## config.mk

```make
export PLATFORM = sky130hd
export DESIGN_NAME = line_counter
export DESIGN_NICKNAME = d
export VERILOG_FILES = /design/src/rtl/line_counter.sv
export SDC_FILE = /design/constraint.sdc
export NUM_CORES = 1
export LEC_CHECK = 0
export BUFFER_PORTS_ARGS = -buffer_cell sky130_fd_sc_hd__buf_2
export CORE_ASPECT_RATIO = 0.6
export CORE_MARGIN = 3
export CORE_UTILIZATION = 50
export CTS_BUF_LIST = sky130_fd_sc_hd__clkbuf_2
export CTS_CLUSTER_DIAMETER = 200
export DETAILED_ROUTE_END_ITERATION = 12
export PLACE_DENSITY_LB_ADDON = 0.2
export SYNTH_ARGS = -nofsm -noshare
export SYNTH_HDL_FRONTEND = slang
export SYNTH_SLANG_ARGS = --single-unit
```

## constraint.sdc

```tcl
create_clock -name clk -period 5.5 [get_ports clk]
set_clock_uncertainty 0.15 [all_clocks]
set_input_delay 0.275 -clock clk [delete_from_list [all_inputs] [get_ports clk]]
set_output_delay 0.275 -clock clk [all_outputs]
set_load 0.01 [all_outputs]
```

## src/rtl/line_counter.sv

```systemverilog
// line_counter: two raw push-buttons (synchronised, debounced, edge-detected) step a 0..MAX_VAL value.
// Optional macro LINE_COUNTER_AUTOREPEAT_EN adds periodic repeat steps while a button stays held.
module line_counter #(
    parameter int DEBOUNCE_CYCLES = 500000,
    parameter int MAX_VAL         = 31,
    parameter int REPEAT_CYCLES   = 12500000
) (
    input  logic       clk,
    input  logic       rst,
    input  logic       btn_up,
    input  logic       btn_down,
    input  logic       load,
    input  logic [4:0] load_val,
    output logic [4:0] line,
    output logic       wrap
);
    localparam int               CNT_W    = (DEBOUNCE_CYCLES > 1) ? $clog2(DEBOUNCE_CYCLES) : 1;
    localparam logic [CNT_W-1:0] CNT_LAST = CNT_W'(DEBOUNCE_CYCLES - 1);
    localparam logic [4:0]       MAX_V    = 5'(MAX_VAL);

    if (DEBOUNCE_CYCLES < 1) begin : g_bad_debounce
        $error("line_counter: DEBOUNCE_CYCLES must be >= 1");
    end
    if (MAX_VAL < 1 || MAX_VAL > 31) begin : g_bad_max
        $error("line_counter: MAX_VAL must be in 1..31");
    end
    if (REPEAT_CYCLES < 1) begin : g_bad_repeat
        $error("line_counter: REPEAT_CYCLES must be >= 1");
    end

    function automatic logic [4:0] clamp_val(input logic [4:0] v);
        return (v > MAX_V) ? MAX_V : v;
    endfunction

    function automatic logic [4:0] inc_val(input logic [4:0] v);
        return (v == MAX_V) ? 5'd0 : v + 5'd1;
    endfunction

    function automatic logic [4:0] dec_val(input logic [4:0] v);
        return (v == 5'd0) ? MAX_V : v - 5'd1;
    endfunction

    // Bit 0 carries the up button, bit 1 the down button throughout.
    logic [1:0]       meta_q;
    logic [1:0]       sync_q;
    logic [1:0]       db_q;
    logic [1:0]       db_d;
    logic [1:0]       db_dly_q;
    logic [CNT_W-1:0] cnt_q [2];
    logic [CNT_W-1:0] cnt_d [2];
    logic [1:0]       press;
    logic [1:0]       step;

    always_ff @(posedge clk) begin
        if (rst) begin
            meta_q <= '0;
            sync_q <= '0;
        end else begin
            meta_q <= {btn_down, btn_up};
            sync_q <= meta_q;
        end
    end

    always_comb begin
        db_d     = db_q;
        cnt_d[0] = '0;
        cnt_d[1] = '0;
        for (int b = 0; b < 2; b++) begin
            if (sync_q[b] != db_q[b]) begin
                if (cnt_q[b] == CNT_LAST) begin
                    db_d[b] = sync_q[b];
                end else begin
                    cnt_d[b] = cnt_q[b] + CNT_W'(1);
                end
            end
        end
    end

    always_ff @(posedge clk) begin
        if (rst) begin
            db_q     <= '0;
            db_dly_q <= '0;
            cnt_q[0] <= '0;
            cnt_q[1] <= '0;
        end else begin
            db_q     <= db_d;
            db_dly_q <= db_q;
            cnt_q    <= cnt_d;
        end
    end

    assign press = db_q & ~db_dly_q;

`ifdef LINE_COUNTER_AUTOREPEAT_EN
    localparam int               RPT_W    = (REPEAT_CYCLES > 1) ? $clog2(REPEAT_CYCLES) : 1;
    localparam logic [RPT_W-1:0] RPT_LAST = RPT_W'(REPEAT_CYCLES - 1);

    logic [RPT_W-1:0] rpt_q [2];
    logic [RPT_W-1:0] rpt_d [2];
    logic [1:0]       held;
    logic [1:0]       rpt_fire;

    // Counting starts the cycle after acceptance, so the first repeat lands REPEAT_CYCLES after the press step.
    assign held = db_q & db_dly_q;

    always_comb begin
        rpt_d[0] = '0;
        rpt_d[1] = '0;
        rpt_fire = '0;
        for (int b = 0; b < 2; b++) begin
            if (held[b] && !load) begin
                if (rpt_q[b] == RPT_LAST) begin
                    rpt_fire[b] = 1'b1;
                end else begin
                    rpt_d[b] = rpt_q[b] + RPT_W'(1);
                end
            end
        end
    end

    always_ff @(posedge clk) begin
        if (rst) begin
            rpt_q[0] <= '0;
            rpt_q[1] <= '0;
        end else begin
            rpt_q <= rpt_d;
        end
    end

    assign step = press | rpt_fire;
`else
    assign step = press;
`endif

    logic [4:0] line_q;
    logic [4:0] line_d;
    logic       wrap_q;
    logic       wrap_d;

    always_comb begin
        line_d = line_q;
        wrap_d = 1'b0;
        if (load) begin
            line_d = clamp_val(load_val);
        end else if (step[0] ^ step[1]) begin
            if (step[0]) begin
                line_d = inc_val(line_q);
                wrap_d = (line_q == MAX_V);
            end else begin
                line_d = dec_val(line_q);
                wrap_d = (line_q == 5'd0);
            end
        end
    end

    always_ff @(posedge clk) begin
        if (rst) begin
            line_q <= '0;
            wrap_q <= 1'b0;
        end else begin
            line_q <= line_d;
            wrap_q <= wrap_d;
        end
    end

    assign line = line_q;
    assign wrap = wrap_q;

endmodule

```

== Word level (Yosys, flattened, before mapping) ==
Index checks and enable logic that the tools add are counted.

* Order comparisons: 1
* Mux-type cells: 7
* Add/subtract/negate cells: 4
* Equal/unequal tests: 5
* Bitwise logic cells: 6
* Reductions and logical operators: 7

{| class="wikitable"
|+ Operator list
! cell !! count
|-
| $add 19x1->19 const B || 2
|-
| $eq 19x19->1 const B || 2
|-
| $mux 5 || 6
|-
| $reduce_or 3->1 || 3
|-
| $add 5x1->5 const B || 1
|-
| $eq 5x5->1 const B || 1
|-
| $gt 5x5->1 const B || 1
|-
| $logic_not 5->1 || 1
|-
| $sub 5x1->5 const B || 1
|-
| $reduce_and 2->1 || 2
|-
| $not 1->1 || 3
|-
| $and 2x2->2 || 1
|-
| $ne 1x1->1 || 2
|-
| $not 2->2 || 1
|-
| $reduce_bool 2->1 || 1
|-
| $mux 1 || 1
|-
| $xor 1x1->1 || 1
|}

* Register bits after elaboration: 52
* Input bits: 10
* Output and inout port bits: 6

== Depth between registers and ports, before layout ==
Gate-level depths: netlist of the first run.

* Word-level depth: 5
* Mapped depth: 7
* Depth with buffers taken out: 7

== Least setup slack after synthesis of the first run ==
No wires, ideal clock.

* Kind: register -> register
* Start: reg line_q[1] (netlist: line[1])
* End: reg line_q[3] (netlist: line[3])
* Setup slack: 3.287 ns
* Period minus slack after synthesis: 2.213 ns
* Library setup time: 0.120 ns
* Path buffers: 0
* Stages on the path, launching flop included: 8
* Required time: 5.230 ns
* Arrival time: 1.943 ns
* Cells stage by stage: dfxtp_1 ha_1 and3_1 ha_1 nor3b_1 a32o_1 a2111o_1 o31a_1

* Cells in the longest elaborated chain, start to end: 5

{| class="wikitable"
|+ Ends and longest elaborated chain
! what !! line !! source
|-
| start, declared || 135 || <nowiki>logic [4:0] line_q;</nowiki>
|-
| start signal, assigned || 161 || <nowiki>line_q <= line_d;</nowiki>
|-
| $sub 5x1->5, or another cell as far along || 40 || <nowiki>return (v == 5'd0) ? MAX_V : v - 5'd1;</nowiki>
|-
| $mux 5 (on tied branches) || 40, 36 ||
|-
| $mux 5 (*) || 146 || <nowiki>if (step[0]) begin</nowiki>
|-
| $mux 5 (*) || 145 || <nowiki>end else if (step[0] ^ step[1]) begin</nowiki>
|-
| $mux 5 (*) || 143 || <nowiki>if (load) begin</nowiki>
|}

Mark *: on every way between the ends. The rest lies on a longest branch, timed or not. The select of a mux whose other input is x is not followed.
A chain may end at the register's enable or synchronous reset.

== Worst setup path in the final report of the first run ==
* Start: reg cnt_q[0] (netlist name)
* End: reg cnt_q[11] (netlist name)

* Cells in the longest elaborated chain, start to end: 2

{| class="wikitable"
|+ Ends and longest elaborated chain
! what !! line !! source
|-
| start, declared || 49 || <nowiki>logic [CNT_W-1:0] cnt_q [2];</nowiki>
|-
| start signal, assigned || 88 || <nowiki>cnt_q <= cnt_d;</nowiki>
|-
| branches (longest 2 deep; another with $add 19x1->19) || -- ||
|}

Parallel ways; which one is timed is not known.

==> results.py, run 1 <==
metrics = {
    "timing": {
        "worst_slew_pin_slew_ns": 1.22,
        "slew_headroom": 0.188,
        "setup_viol": 0,
        "clock.fmax_mhz": 402,
        "worst_slack_ns": 3.01,
        "setup_tns_ns": 0,
        "layout_min_cycle_time_ns": 2.49,
        "finalHoldViolCount": 0,
        "period_share": 0.452,
        "slew_viol_final": 0,
        "holdWs_ns": 0.0424,
        "grt_setup_unrepaired": "false",
    },
    "power_and_ir_drop": {
        "power_density_nw_per_um2": 245,
        "p_leak_nw": 0.889,
        "worst_ir_drop_vdd_v": 0.000138,
    },
    "route": {
        "first_pass_iters": 4,
        "via_count": 2041,
        "drt-wirelength-per-cell_um": 13.2,
        "drcViolationCount": 0,
        "antenna_left": 0,
        "wirelength_um": 4920,
        "drt_iter0_drc": 106,
        "viasPerCell": 5.49,
    },
    "floorplan": {
        "top_level_ports": 16,
        "start_util": 0.530,
        "fp.dieArea_um2": 5840,
        "die_width_um": 96.7,
        "rows": 19,
        "core_um2": 4660,
        "die_y_um": 60.4,
    },
    "clock_network": {
        "clock_tree.buffer_depth": 2,
        "post-cts-setup-buffers": 0,
        "cts_made_buffers": 5,
        "cts_tree": "yes",
        "h-tree-depth": 2,
        "clk_pin_slew_ns": 0.26,
        "cts_sinks": 52,
        "clkLatencyLatePin_ns": 0.44,
        "clock-root-buffer": "clkbuf_2",
    },
    "critical_path": {
        "worstSetupPathType": "register to register",
        "rr_startpoint": "cnt_q[0]",
        "r2r_slack_ns": 3.01,
        "required_ns": 5.64,
        "critPathCaptureType": "register",
        "cp-start-kind": "register",
        "critPathLaunch": "cnt_q[0]",
        "slowest_delay_ns": 0.96,
        "crit_slowest_cell": "o21bai_1",
        "r2r_end": "cnt_q[11]",
        "rr_worst_depth": 5,
        "path_cells": "ha_1, and4_1, nand3_1, o21bai_1, nor2_1",
        "worst-path-max-fanout": 17,
        "critPathArrivalTime_ns": 2.62,
    },
    "global_routing": {
        "grt-ovfl-total": 0,
        "grt.total_usage": 0.177,
        "grt_pass1_vias": 1832,
        "grt_pass1_wl_um": 8460,
        "antenna_found_initial": 0,
        "grt_max_degree": 18,
    },
    "yosys": {
        "yosysUniqueCellTypes": 41,
        "seq_area_frac_synth": 0.422,
        "syn_inst": 288,
        "ys_seq_elements": 52,
        "synth_ff_type": "dfxtp_1",
        "yosys_warnings": 0,
        "synth_area_um2": 2470,
        "synth_edf_count": 0,
        "async_flop_share": 0,
        "syn-num-nets": 303,
        "avgSynthCellArea_um2": 8.57,
    },
    "worst_hold_path": {
        "hold_path.class": "primary input to register",
        "min_to": "sync_q[1]",
        "holdPathStages": 2,
        "hold_start": "rst",
    },
    "status": {
        "outcome": "completed",
    },
    "final_layout": {
        "nets": 323,
        "syn_to_final_growth_pct": 11.4,
        "mostFrequentLayoutCells": "dfxtp_1, nor2_1, nand2_1",
        "diodes": 0,
        "n_fill_cell": 442,
        "drive_gt1_frac": 0.0971,
        "fin_util": 0.590,
        "regArea_um2": 1040,
        "final_cells": 372,
        "multi_input_area_um2": 1350,
        "mostFrequentLayoutCell": "dfxtp_1",
    },
    "placement": {
        "placedCellCount": 357,
        "globalplace.congestion": 0.876,
        "dp_hpwl_um": 3480,
        "io_buffers": 15,
        "pre_cts_ws_ns": 3.04,
    },
    "flow_run": {
        "drv_cap": 0,
    },
}
==> registers in the layout (all words and copies together) (netlist names) <==
| signal | count |
|---|---|
| cnt_q | 38 |
| db_dly_q | 2 |
| db_q | 2 |
| line | 5 |
| meta_q | 2 |
| sync_q | 2 |
| wrap | 1 |
==> cell type report <==
| cell class | count | share of cell area |
|---|---|---|
| Clock buffer | 5 | 0.00910 |
| Inverter | 11 | 0.0150 |
| Clock inverter | 3 | 0.0250 |
| Sequential cell | 52 | 0.379 |
| Multi-Input combinational cell | 216 | 0.491 |
| Timing Repair Buffer | 22 | 0.0528 |
| Tap cell | 63 | 0.0287 |
==> power by group <==
part           internal (mW)  leakage, nW  switching, mW
clock network          0.124       0.0536          0.124
registers              0.383        0.421        0.00668
logic                 0.0185        0.414         0.0190
total                  0.525        0.889          0.150
==> kinds of logic after synthesis <==
| kind of cell | synth area share |
|---|---|
| AO/OA/AOI/OAI | 0.123 |
| flip-flops | 0.422 |
| AND/OR/NAND/NOR | 0.295 |
| buffers and inverters | 0.0314 |
| adder cells (fa/ha/maj) | 0.0253 |
| XOR/XNOR | 0.103 |
==> layer usage <==
metal	routed length (µm)	global-route usage	up-vias
met4	28	0.0460	0
met2	2040	0.272	34
li1	-	-	1068
met3	202	0.0413	4
met1	2650	0.256	935
met5	0	0	-
==> Yosys cell counts, drive strengths merged (2+ instances only) <==
library cell | n | share of area
o21ai | 10 | 0.020
inv | 11 | 0.017
nor3 | 8 | 0.016
nor3b | 2 | 0.0061
nor2b | 9 | 0.023
nor4 | 6 | 0.015
ha | 5 | 0.025
nor4b | 3 | 0.011
o31ai | 5 | 0.015
nand2 | 21 | 0.032
nand4 | 6 | 0.015
or4 | 7 | 0.021
a31oi | 2 | 0.0051
buf | 2 | 0.0041
nor2 | 33 | 0.050
and3 | 3 | 0.0076
nand2b | 3 | 0.0076
a2111o | 2 | 0.0091
dfxtp | 52 | 0.42
nand3 | 16 | 0.034
clkbuf | 7 | 0.011
or4b | 2 | 0.0081
a311oi | 2 | 0.0071
xor2 | 13 | 0.046
a21oi | 17 | 0.034
xnor2 | 16 | 0.057
or3 | 10 | 0.027
o21bai | 3 | 0.011
and4 | 5 | 0.018
==> worst max-delay path by stage <==
stage | slack [ns] | cells past startpoint | to
floorplan | 3.29 | 7 | line[3]
global placement | 3.12 | 7 | line[3]
detailed placement | 3.04 | 5 | cnt_q[12]
CTS | 3.00 | 5 | cnt_q[11]
global route | 2.79 | 5 | cnt_q[11]
finish | 3.01 | 5 | cnt_q[11]
==> critical path, delay by kind of cell, from the launching register on <==
family	cells	cell delay (ns)
compound gates	1	0.96
simple gates	3	0.59
flops	1	0.43
fa+ha+maj	1	0.22
==> repair_timing <==
| item | CTS | global route |
|---|---|---|
| endpoints found under the hold margin | 7 | 0 |
| hold buffers | 7 | 0 |
| setup endpoints to repair | 0 | 0 |
| resized for setup | 0 | 0 |
==> stage by stage <==
stage | instance area (µm²) | total power [mW]
6_report | 2750 | 0.675
2_1_floorplan | 2470 | 0.417
3_3_place_gp | 2590 | 0.429
4_1_cts | 2750 | 0.683
3_5_place_dp | 2590 | 0.429
5_1_grt | 2750 | 0.706
Power figures use the tool's default switching activity.
==> inputs of run 2 (changes only) <==
clock period = 2.35 ns   (was 5.5 ns; I/O delays follow)
==> run 2 against run 1 <==
Net effect: clock power up 35%; critical path depth up 2; count of clock-buffer cells in the layout is 1 higher; total power up 100%; critical path type unchanged; largest cell class unchanged.
==> results.py, run 2 (same netlist as run 1, synthesis figures left out) <==
metrics = {
    "status": {
        "outcome": "completed",
    },
    "final_layout": {
        "nets": 338,
        "syn_to_final_growth_pct": 15.8,
        "n_fill_cell": 420,
        "multi_input_area_um2": 1380,
        "fin_util": 0.614,
        "regArea_um2": 1040,
        "drive_gt1_frac": 0.130,
        "largest_register_ffs": 38,
        "mostFrequentLayoutCells": "dfxtp_1, nor2_1, nand2_1",
        "mostFrequentLayoutCell": "dfxtp_1",
        "largest_register": "cnt_q",
        "diodes": 0,
    },
    "clock_network": {
        "clock-root-buffer": "clkbuf_2",
        "clock_tree.buffer_depth": 2,
        "cts_sinks": 52,
        "cts_tree": "yes",
        "post-cts-setup-buffers": 0,
        "clk_pin_slew_ns": 0.25,
        "cts_made_buffers": 5,
        "h-tree-depth": 2,
        "clkLatencyLatePin_ns": 0.44,
    },
    "timing": {
        "slew_viol_final": 0,
        "finalHoldViolCount": 0,
        "setup_viol": 0,
        "setup_tns_ns": 0,
        "layout_min_cycle_time_ns": 2.29,
        "slew_headroom": 0.747,
        "worst_slew_pin_slew_ns": 0.370,
        "period_share": 0.972,
        "holdWs_ns": 0.314,
        "clock.fmax_mhz": 438,
    },
    "flow_run": {
        "drv_cap": 0,
    },
    "global_routing": {
        "grt_pass1_wl_um": 8720,
        "grt-ovfl-total": 0,
        "grt_pass1_vias": 1879,
        "grt.total_usage": 0.184,
        "antenna_found_initial": 0,
        "grt_max_degree": 18,
    },
    "critical_path": {
        "rr_worst_depth": 7,
        "required_ns": 2.57,
        "cp_top_family": "buffers and inverters",
        "worstPathBufferInverterCount": 3,
        "slowest_delay_ns": 0.58,
        "cp.depth": 7,
        "cp-start-kind": "register",
        "rr_startpoint": "line[0]",
        "worst-path-max-fanout": 6,
        "path_cells": "buf_4, inv_1, ha_1, or3_1, a21oi_1, a2111oi_0, dlygate4sd3_1",
        "critPathCaptureType": "register",
        "r2r_slack_ns": 0.06,
        "worstSetupPathType": "register to register",
        "r2r_end": "line[1]",
        "critPathArrivalTime_ns": 2.51,
        "crit_slowest_cell": "dlygate4sd3_1",
    },
    "route": {
        "viasPerCell": 5.48,
        "wirelength_um": 5150,
        "antenna_left": 0,
        "drcViolationCount": 0,
        "drt_iter0_drc": 51,
        "first_pass_iters": 4,
        "drt-wirelength-per-cell_um": 13.3,
        "via_count": 2117,
    },
    "floorplan": {
        "start_util": 0.530,
        "core_um2": 4660,
        "die_width_um": 96.7,
        "fp.dieArea_um2": 5840,
        "top_level_ports": 16,
        "rows": 19,
        "die_y_um": 60.4,
    },
    "worst_hold_path": {
        "hold_start": "meta_q[1]",
        "min_to": "sync_q[1]",
        "holdPathStages": 1,
        "hold_path.class": "register to register",
    },
    "placement": {
        "dp_hpwl_um": 3520,
        "io_buffers": 15,
        "globalplace.congestion": 0.886,
    },
    "power_and_ir_drop": {
        "p_leak_nw": 0.941,
        "power_density_nw_per_um2": 475,
        "worst_ir_drop_vdd_v": 0.000368,
        "finalPower_mw": 1.36,
    },
}
[run 2: changes by cell type in the layout (fill, tap and decap cells not counted), sizes merged]
| cell | change |
|---|---|
| buf | +5 |
| bufinv | -2 |
| clkbuf | +1 |
| clkinv | +1 |
| dlygate4sd3 | +10 |
| inv | -1 |
[run 2: metrics by stage]
stage / area, µm² / worst slack (ns) / instances
after detailed placement: 2620 / 0.206 / 362
final: 2860 / 0.0649 / 386
after global placement: 2620 / 0.256 / 362
after global routing: 2860 / -0.0117 / 386
after CTS: 2830 / 0.0770 / 386
after floorplan: 2470 / 0.137 / 288
[run 2: area by class of cell]
cell class | instances | area share
Multi-Input combinational cell | 216 | 0.482
Sequential cell | 52 | 0.365
Timing Repair Buffer | 37 | 0.0989
Tap cell | 63 | 0.0276
Inverter | 11 | 0.0144
Clock buffer | 6 | 0.0105
Clock inverter | 1 | 0.00175
[run 2: how the worst max path moves through the flow]
stage,startpoint,endpoint,slack (ns)
global placement,line[0],line[3],0.26
CTS,db_q[0],line[0],0.08
floorplan,line[1],line[3],0.14
detailed placement,line[3],line[3],0.21
global route,line[0],line[1],-0.01
finish,line[0],line[1],0.06
[run 2: metal layers]
layer,GRT usage,wire [µm],up-vias
met4,0.0660,70,0
met3,0.0459,292,8
li1,-,-,1099
met2,0.279,2160,49
met5,0,0,-
met1,0.259,2620,961
[run 2: where the power goes]
part / leakage [nW] / internal, mW / switching [mW]
clock network: 0.0288 / 0.0709 / 0.265
logic: 0.491 / 0.0603 / 0.0571
registers: 0.421 / 0.895 / 0.00915
[run 2: timing repair]
| action | CTS | global route |
|---|---|---|
| hold endpoints to repair | 14 | 0 |
| hold buffers | 17 | 0 |
| resized for setup | 0 | 8 |
| endpoints found under the setup margin | 0 | 2 |
